`src/rtl/stack_guard_pmp.sv`:
```
// Stack-bounded PMP for Hippomenes: tracks nested interrupt levels and
// checks loads/stores against the active stack window plus grant regions.
module stack_guard_pmp #(
    parameter int AddrWidth  = 16,
    parameter int NumLevels  = 8,
    parameter int NumRegions = 4
) (
    input  logic                            clk,
    input  logic                            reset,
    input  logic                            enable,
    input  logic                            mem_valid,
    input  logic                            mem_we,
    input  logic [AddrWidth-1:0]            mem_addr,
    input  logic [AddrWidth-1:0]            sp,
    input  logic                            int_enter,
    input  logic [$clog2(NumLevels)-1:0]    enter_level,
    input  logic                            int_exit,
    input  logic                            cfg_we,
    input  logic [$clog2(NumRegions)-1:0]   cfg_idx,
    input  logic [AddrWidth-1:0]            cfg_base,
    input  logic [AddrWidth-1:0]            cfg_limit,
    input  logic [1:0]                      cfg_perm,
    input  logic                            fault_ack,
    output logic                            fault,
    output logic [AddrWidth-1:0]            fault_addr,
    output logic                            fault_is_store,
    output logic [$clog2(NumLevels)-1:0]    fault_level,
    output logic [7:0]                      fault_count,
    output logic [$clog2(NumLevels)-1:0]    cur_level,
    output logic [$clog2(NumLevels):0]      nest_depth
);

    localparam int LW = $clog2(NumLevels);
    localparam int DW = LW + 1;

    typedef enum logic {
        MONITOR,
        FAULTED
    } state_e;

    state_e                 state_q, state_d;
    logic [LW-1:0]          lvl_stack_q [NumLevels];
    logic [AddrWidth-1:0]   entry_sp_q  [NumLevels];
    logic [AddrWidth-1:0]   base_q      [NumRegions];
    logic [AddrWidth-1:0]   limit_q     [NumRegions];
    logic [1:0]             perm_q      [NumRegions];

    logic [LW-1:0]          cur_level_q, cur_level_d;
    logic [DW-1:0]          nest_depth_q, nest_depth_d;
    logic [AddrWidth-1:0]   fault_addr_q;
    logic                   fault_is_store_q;
    logic [LW-1:0]          fault_level_q;
    logic [7:0]             fault_count_q, fault_count_d;

    logic                   full, empty;
    logic                   do_push, do_pop, do_chain, overflow;
    logic [LW-1:0]          push_idx, pop_idx;
    logic                   in_window, region_hit;
    logic                   acc_viol, viol, capture;
    logic [AddrWidth-1:0]   cap_addr;
    logic                   cap_store;

    assign full     = (nest_depth_q == DW'(NumLevels));
    assign empty    = (nest_depth_q == '0);
    assign do_chain = int_enter & int_exit;
    assign overflow = int_enter & ~int_exit & full;
    assign do_push  = int_enter & ~int_exit & ~full;
    assign do_pop   = int_exit & ~int_enter & ~empty;
    assign push_idx = LW'(nest_depth_q);
    assign pop_idx  = LW'(nest_depth_q - DW'(1));

    // Checks see pre-update level state; region writes land next cycle.
    always_comb begin
        region_hit = 1'b0;
        for (int i = 0; i < NumRegions; i++) begin
            if ((base_q[i] <= mem_addr) && (mem_addr <= limit_q[i]) &&
                (mem_we ? perm_q[i][1] : perm_q[i][0])) begin
                region_hit = 1'b1;
            end
        end
    end

    assign in_window = (mem_addr >= sp) &&
                       (mem_addr <= entry_sp_q[cur_level_q]);
    assign acc_viol  = enable & mem_valid & ~empty & ~(in_window | region_hit);
    assign viol      = acc_viol | (enable & overflow);
    assign cap_addr  = acc_viol ? mem_addr : sp;
    assign cap_store = acc_viol ? mem_we : 1'b1;

    always_comb begin
        state_d = state_q;
        capture = 1'b0;
        unique case (state_q)
            MONITOR: begin
                if (viol) begin
                    state_d = FAULTED;
                    capture = 1'b1;
                end
            end
            FAULTED: begin
                if (fault_ack) begin
                    if (viol) begin
                        capture = 1'b1;
                    end else begin
                        state_d = MONITOR;
                    end
                end
            end
            default: state_d = MONITOR;
        endcase
    end

    always_comb begin
        cur_level_d   = cur_level_q;
        nest_depth_d  = nest_depth_q;
        fault_count_d = fault_count_q;
        if (do_push || do_chain) begin
            cur_level_d = enter_level;
        end else if (do_pop) begin
            cur_level_d = lvl_stack_q[pop_idx];
        end
        if (do_push) begin
            nest_depth_d = nest_depth_q + DW'(1);
        end else if (do_pop) begin
            nest_depth_d = nest_depth_q - DW'(1);
        end
        if (viol && (fault_count_q != 8'hFF)) begin
            fault_count_d = fault_count_q + 8'd1;
        end
    end

    always_ff @(posedge clk) begin
        if (reset) begin
            state_q          <= MONITOR;
            cur_level_q      <= '0;
            nest_depth_q     <= '0;
            fault_addr_q     <= '0;
            fault_is_store_q <= 1'b0;
            fault_level_q    <= '0;
            fault_count_q    <= '0;
            for (int i = 0; i < NumLevels; i++) begin
                lvl_stack_q[i] <= '0;
                entry_sp_q[i]  <= '0;
            end
            for (int i = 0; i < NumRegions; i++) begin
                base_q[i]  <= '0;
                limit_q[i] <= '0;
                perm_q[i]  <= '0;
            end
        end else begin
            state_q       <= state_d;
            cur_level_q   <= cur_level_d;
            nest_depth_q  <= nest_depth_d;
            fault_count_q <= fault_count_d;
            if (capture) begin
                fault_addr_q     <= cap_addr;
                fault_is_store_q <= cap_store;
                fault_level_q    <= cur_level_q;
            end
            if (do_push) begin
                lvl_stack_q[push_idx] <= cur_level_q;
            end
            if (do_push || do_chain) begin
                entry_sp_q[enter_level] <= sp;
            end
            if (cfg_we) begin
                base_q[cfg_idx]  <= cfg_base;
                limit_q[cfg_idx] <= cfg_limit;
                perm_q[cfg_idx]  <= cfg_perm;
            end
        end
    end

    assign fault          = (state_q == FAULTED);
    assign fault_addr     = fault_addr_q;
    assign fault_is_store = fault_is_store_q;
    assign fault_level    = fault_level_q;
    assign fault_count    = fault_count_q;
    assign cur_level      = cur_level_q;
    assign nest_depth     = nest_depth_q;

endmodule

```
`config.mk`:
```
export PLATFORM = sky130hd
export DESIGN_NAME = stack_guard_pmp
export DESIGN_NICKNAME = d
export VERILOG_FILES = /design/src/rtl/stack_guard_pmp.sv
export SDC_FILE = /design/constraint.sdc
export NUM_CORES = 1
export LEC_CHECK = 0
export ABC_AREA = 1
export CELL_PAD_IN_SITES_DETAIL_PLACEMENT = 0
export CELL_PAD_IN_SITES_GLOBAL_PLACEMENT = 1
export CORE_UTILIZATION = 43
export CTS_BUF_LIST = sky130_fd_sc_hd__clkbuf_2 sky130_fd_sc_hd__clkbuf_4 sky130_fd_sc_hd__clkbuf_8
export CTS_CLUSTER_DIAMETER = 100
export DETAILED_ROUTE_END_ITERATION = 10
export GPL_TIMING_DRIVEN = 0
export PLACE_DENSITY = 0.79
export SYNTH_ARGS = -nofsm -noshare
export SYNTH_HDL_FRONTEND = slang
export SYNTH_SLANG_ARGS = --single-unit
export TNS_END_PERCENT = 1
```
`constraint.sdc`:
```
create_clock -name clk -period 2.7 [get_ports clk]
set_input_delay 0.27 -clock clk [delete_from_list [all_inputs] [get_ports clk]]
set_output_delay 0.27 -clock clk [all_outputs]
set_load 0.02 [all_outputs]
```
* Word level (Yosys, flattened, before mapping)
Memories as Yosys holds them, arrays and structs flattened. A register that Yosys moved wholly into a read port is not among the register bits.
Cells that the tools add are included.
** Word-level totals
- Output and inout bits :: 36
- Bits in writable memories :: 288
- Memories kept :: 5
- Flip-flop bits (word level) :: 36
- Bits of input ports :: 80
** Memory list
- entry_sp_q :: depth 8, width 16, read ports 1, clocked after memory_dff 1, write ports 8, line 43 : logic [AddrWidth-1:0] entry_sp_q [NumLevels];
- base_q :: depth 4, width 16, read ports 4, clocked after memory_dff 0, write ports 4, line 44 : logic [AddrWidth-1:0] base_q [NumRegions];
- limit_q :: depth 4, width 16, read ports 4, clocked after memory_dff 0, write ports 4, line 45 : logic [AddrWidth-1:0] limit_q [NumRegions];
- lvl_stack_q :: depth 8, width 3, read ports 1, clocked after memory_dff 0, write ports 8, line 42 : logic [LW-1:0] lvl_stack_q [NumLevels];
- perm_q :: depth 4, width 2, read ports 4, clocked after memory_dff 0, write ports 4, line 46 : logic [1:0] perm_q [NumRegions];
** Cells by class
- Equality and inequality tests :: 2
- Add/sub/neg operators :: 3
- Reduce and logical (&&, ||, !) cells :: 19
- Magnitude comparators :: 10
- Bitwise operators :: 18
- Multiplexer cells :: 47
** Operator list (count)
- less-or-equal comparator 16 bit :: 9
- 2-to-1 mux 16 bit :: 4
- OR reduction 16 bit :: 3
- 2-to-1 mux 1 bit :: 28
- 2-to-1 mux 3 bit :: 7
- greater-or-equal comparator 16 bit :: 1
- bitwise AND 1 bit :: 10
- logical AND 1 bit :: 10
- adder 8 x 1 -> 8 bit (second input constant) :: 1
- 2-to-1 mux 2 bit :: 4
- 2-to-1 mux 4 bit :: 2
- != test 8 bit (second input constant) :: 1
- inverter 1 bit :: 6
- adder 4 x 1 -> 4 bit (second input constant) :: 1
- == test 4 bit (second input constant) :: 1
- zero test 4 bit :: 1
- one-hot mux 1 bit (2 select lines) :: 2
- nonzero test 2 bit :: 2
- subtractor 4 x 1 -> 4 bit (second input constant) :: 1
- OR reduction 3 bit :: 1
- OR 1 bit :: 2
- OR reduction 2 bit :: 1
- logical OR 1 bit :: 1

* Depth between registers and ports, before layout
- Depth after elaboration :: 14
- Mapped depth :: 23
- Mapped depth without buffers :: 21

* Worst setup path before layout
Ideal clock, no wire load.
- Path type :: register to register
- Start :: register with a tool-made name
- End :: register fault_addr_q[10], in the netlist fault_addr[10]
- Data required time :: 2587 ps
- Data arrival time :: 2882 ps
- Stages on the path, launching flop included :: 19
- Path buffers :: 3
- Setup slack :: -295 ps
- Cells stage by stage :: dfxtp_1 -> clkbuf_1 -> clkbuf_1 -> mux2i_1 -> o221ai_1 -> o21ai_0 -> ha_1 -> nand2_1 -> o21ai_0 -> a21oi_1 -> o21ai_0 -> nand2_1 -> nand2_1 -> nand3_2 -> nand2_4 -> nand2_4 -> buf_2 -> nor2_1 -> nor2_1
** RTL lines
- to (signal assigned) :: line 156 : fault_addr_q <= cap_addr;
- to (decl) :: line 50 : logic [AddrWidth-1:0] fault_addr_q;

==> metrics.md <==
| Metric | Value |
|---|---|
| WS Path Type | flip-flop to flip-flop |
| Commonest cells after routing, fill and taps aside | 434 x nor2_1, 288 x edfxtp_1, 234 x nand2_1 |
| All-Layer GR Usage | 23.3% |
| Seq/Total Area, Yosys | 54.6% |
| Worst skew pair latency | 0.64 ns |
| FF-to-FF End | fault_addr[10]$_SDFFE_PP0P_ |
| Crit path max-delay cell type | dfxtp_4 |
| RSZ-0062 raised after global routing | true |
| Worst Path Buf+Inv | 5 |
| TritonCTS clock tree | done |
| Root Buffer | clkbuf_8 |
| Register area | 9440 sq um |
| Clock Path Buffers | 3 |
| Crit path largest cell delay | 0.36 ns |
| Cts bufs inserted | 55 |
| DR vias | 13.4k |
| Ys Warns | 0 |
| Logic pwr share | 17.6% |
| Seq pwr share | 46.3% |
| Worst path top cell family by delay | compound AO/OA/AOI/OAI gates |
| Slew @ Worst Pin | 0.999 ns |
| Hold Startpoint | reset |
| Outcome | finished with violations |
| Worst-path cell chain | clkbuf_16 -> inv_12 -> clkbuf_16 -> nor2_1 -> o32ai_1 -> o21ai_2 -> ha_1 -> nand2_2 -> o21ai_4 -> a21oi_2 -> o21ai_1 -> nand2_1 -> nand2_2 -> nand3_4 -> buf_6 -> buf_6 -> nand2_1 -> o21ai_1 -> nor2_1 -> nor2_2 |
| Switching part of the total | 27.9% |
| Ports | 116 |
| Worst EP required | 3.23 ns |
| Initial antenna violation count | 1 |
| Synthesized Nets | 2055 |
| DP HPWL | 34500 um |
| DRT Wirelength | 47900 um |
| Final number of setup-violating endpoints | 125 |
| Yosys cell types | 36 |
| Initial Util | 43.6% |
| Post-Syn Area | 17300 sq um |
| Port Buffers | 114 |
| Pwr/cell area | 602 nW/um^2 |
| Cells on worst reg2reg path | 20 |
| Fmax achieved | 327 MHz |
| CTS clk-pin slew, worst paths | 0.06 ns |
| Fill count | 3554 |
| Die Width | 202 um |
| Relative slew slack | 33.4% |
| Die area | 41000 sq um |
| Max-cap violations | 0 |
| Max VDD drop | 362 uV |
| Synth Flop Type | edfxtp_1 |
| FF-to-FF setup slack | -0.36 ns |
| Share of cells above drive strength 1 | 12.4% |
| Switching power total | 3.60 mW |
| Post-route setup slack | -0.356 ns |
| Critical path startpoint category | flip-flop |
| CP Max Fanout | 10 |
| Area grow syn2layout | 23.9% |
| Area of the multi-input gates | 7360 sq um |
| Clock Sinks | 327 |
| Via-to-Cell Ratio | 5.21 |
| Final hold vios | 0 |
| Final antenna-violating net count | 0 |
| Max H-tree Level | 2 |
| Post-synth EDFFs | 288 |
| LEAKAGE | 9.06 nW |
| Nets | 2249 |
| Max-slew violations | 0 |
| Hold path cells | 2 |
| FP Rows | 73 |
| Asr flop ratio synth | 0% |
| Hold_ws | 0.124 ns |
| WL per Instance | 18.6 um |
| Setup WS pre-CTS | -1.41 ns |
| Grt total ovfl | 0 |
| Post-layout minimum cycle time | 3.06 ns |
| Power Internal | 9.29 mW |
| Hold EP | cur_level[2]$_SDFFE_PP0N_ |
| Post-Syn Instances | 1812 |
| Core ar. | 39600 sq um |
| Period utilization | 113% |
| TNS Setup | -18.13 ns |
| First-pass GRT wire length | 72300 um |
| Power share of the clock group | 36.1% |
| Final Skew | 0.0182 ns |
| Placer congestion estimate | 0.853 |
| Vias in the first global route | 13.2k |
| Drt drc | 0 |
| DRT iter0 DRCs | 957 |
| DIE HEIGHT | 202 um |
| Hold buffers post-CTS | 0 |
| Commonest non-fill, non-tap cell in the layout | nor2_1 |
| Failing checks | setup timing |
| Critical path endpoint category | flip-flop |
| Post-Syn Area per Cell | 9.53 sq um |
| #FFs+latches synth | 327 |
| Arrival time worst endpoint | 3.59 ns |
| 1st-pass router iterations | 5 |
| Largest net degree at the start of global routing | 35 |
| Hold Path Class | input pin to flip-flop |
| Total power | 12.9 mW |
| Final core utilization | 54.0% |
-- stage by stage --
stage | instances | cell area [sq um]
2_1_floorplan | 1812 | 17300
3_3_place_gp | 2451 | 19100
3_5_place_dp | 2451 | 19100
4_1_cts | 2571 | 21100
5_1_grt | 2577 | 21400
6_report | 2577 | 21400
-- synthesized netlist by cell type (7+ instances only) --
cell type	n	area (sq um)
nor2_1	445	1670
edfxtp_1	288	8650
nand2_1	264	991
inv_1	192	721
ha_1	163	2040
o21ai_0	95	475
a21oi_1	93	465
clkbuf_1	49	184
dfxtp_1	39	781
nand3_1	36	180
mux2i_1	21	210
o221ai_1	21	184
o32ai_1	17	149
clkinv_1	15	56.3
nand4_1	13	81.3
nor3_1	13	65.1
o21a_1	7	52.6
-- per-layer routing --
metal	global-route usage [%]	share of wire, %	up-vias
met3	3.50	4.8	118
met1	28.2	41	6367
met5	0	0	-
li1	-	-	6530
met4	10.0	4.3	0
met2	41.1	50	404
-- cell type report --
class | count | share of cell area [%]
Buffer | 56 | 2.50
Sequential cell | 327 | 44.1
Inverter | 209 | 3.72
Tap cell | 525 | 3.07
Clock buffer | 74 | 4.44
Multi-Input combinational cell | 1219 | 34.4
Clock inverter | 28 | 0.958
Timing Repair Buffer | 138 | 6.84
Antenna cell | 1 | 0.0117
-- cell families after synthesis --
kind of cell	synth area share (%)
DFF	54.6
muxes	1.54
buffers and inverters	5.93
adders and majority gates	11.8
xor gates and xnor gates	0.304
and+or+nand+nor	17.7
AOI/OAI and AO/OA	8.15
-- worst max path at each step --
| stage | depth (start not counted) | to | slack [ns] | start |
|---|---|---|---|---|
| floorplan | 11 | entry_sp_q[1][0]$_SDFFCE_PN0P_ | -0.06 | nest_depth[0]$_SDFFE_PP0P_ |
| global placement | 18 | fault_addr[12]$_SDFFE_PP0P_ | -1.36 | flip-flop |
| detailed placement | 18 | fault_addr[12]$_SDFFE_PP0P_ | -1.41 | flip-flop |
| CTS | 20 | fault_addr[10]$_SDFFE_PP0P_ | -0.29 | flip-flop |
| global route | 20 | fault_addr[10]$_SDFFE_PP0P_ | -0.51 | flip-flop |
| finish | 20 | fault_addr[10]$_SDFFE_PP0P_ | -0.36 | flip-flop |
-- what timing repair did --
item	4_1_cts	5_1_grt
buffers inserted	14	0
cloned	6	5
gates resized for setup	173	56
endpoints found under the setup margin	324	296
pin swaps	25	28
-- power by group through the flow --
stage          Sequential, mW  Combinational (mW)  Clock (mW)
6_report                 5.97                2.27        4.66
5_1_grt                  6.00                2.51        4.92
4_1_cts                  5.97                2.14        4.71
3_5_place_dp             6.07                1.93           0
3_3_place_gp             6.06                1.87           0
2_1_floorplan            6.06                1.17           0
-- state kept, by name (all words and copies together), names as in the netlist, named ones only --
name and flops:
base_q 64, cur_level 3, entry_sp_q 128, fault 1, fault_addr 16, fault_count 8
fault_is_store 1, fault_level 3, limit_q 64, lvl_stack_q 24, nest_depth 4, perm_q 8
No activity file was read; power rests on OpenSTA's default activity.
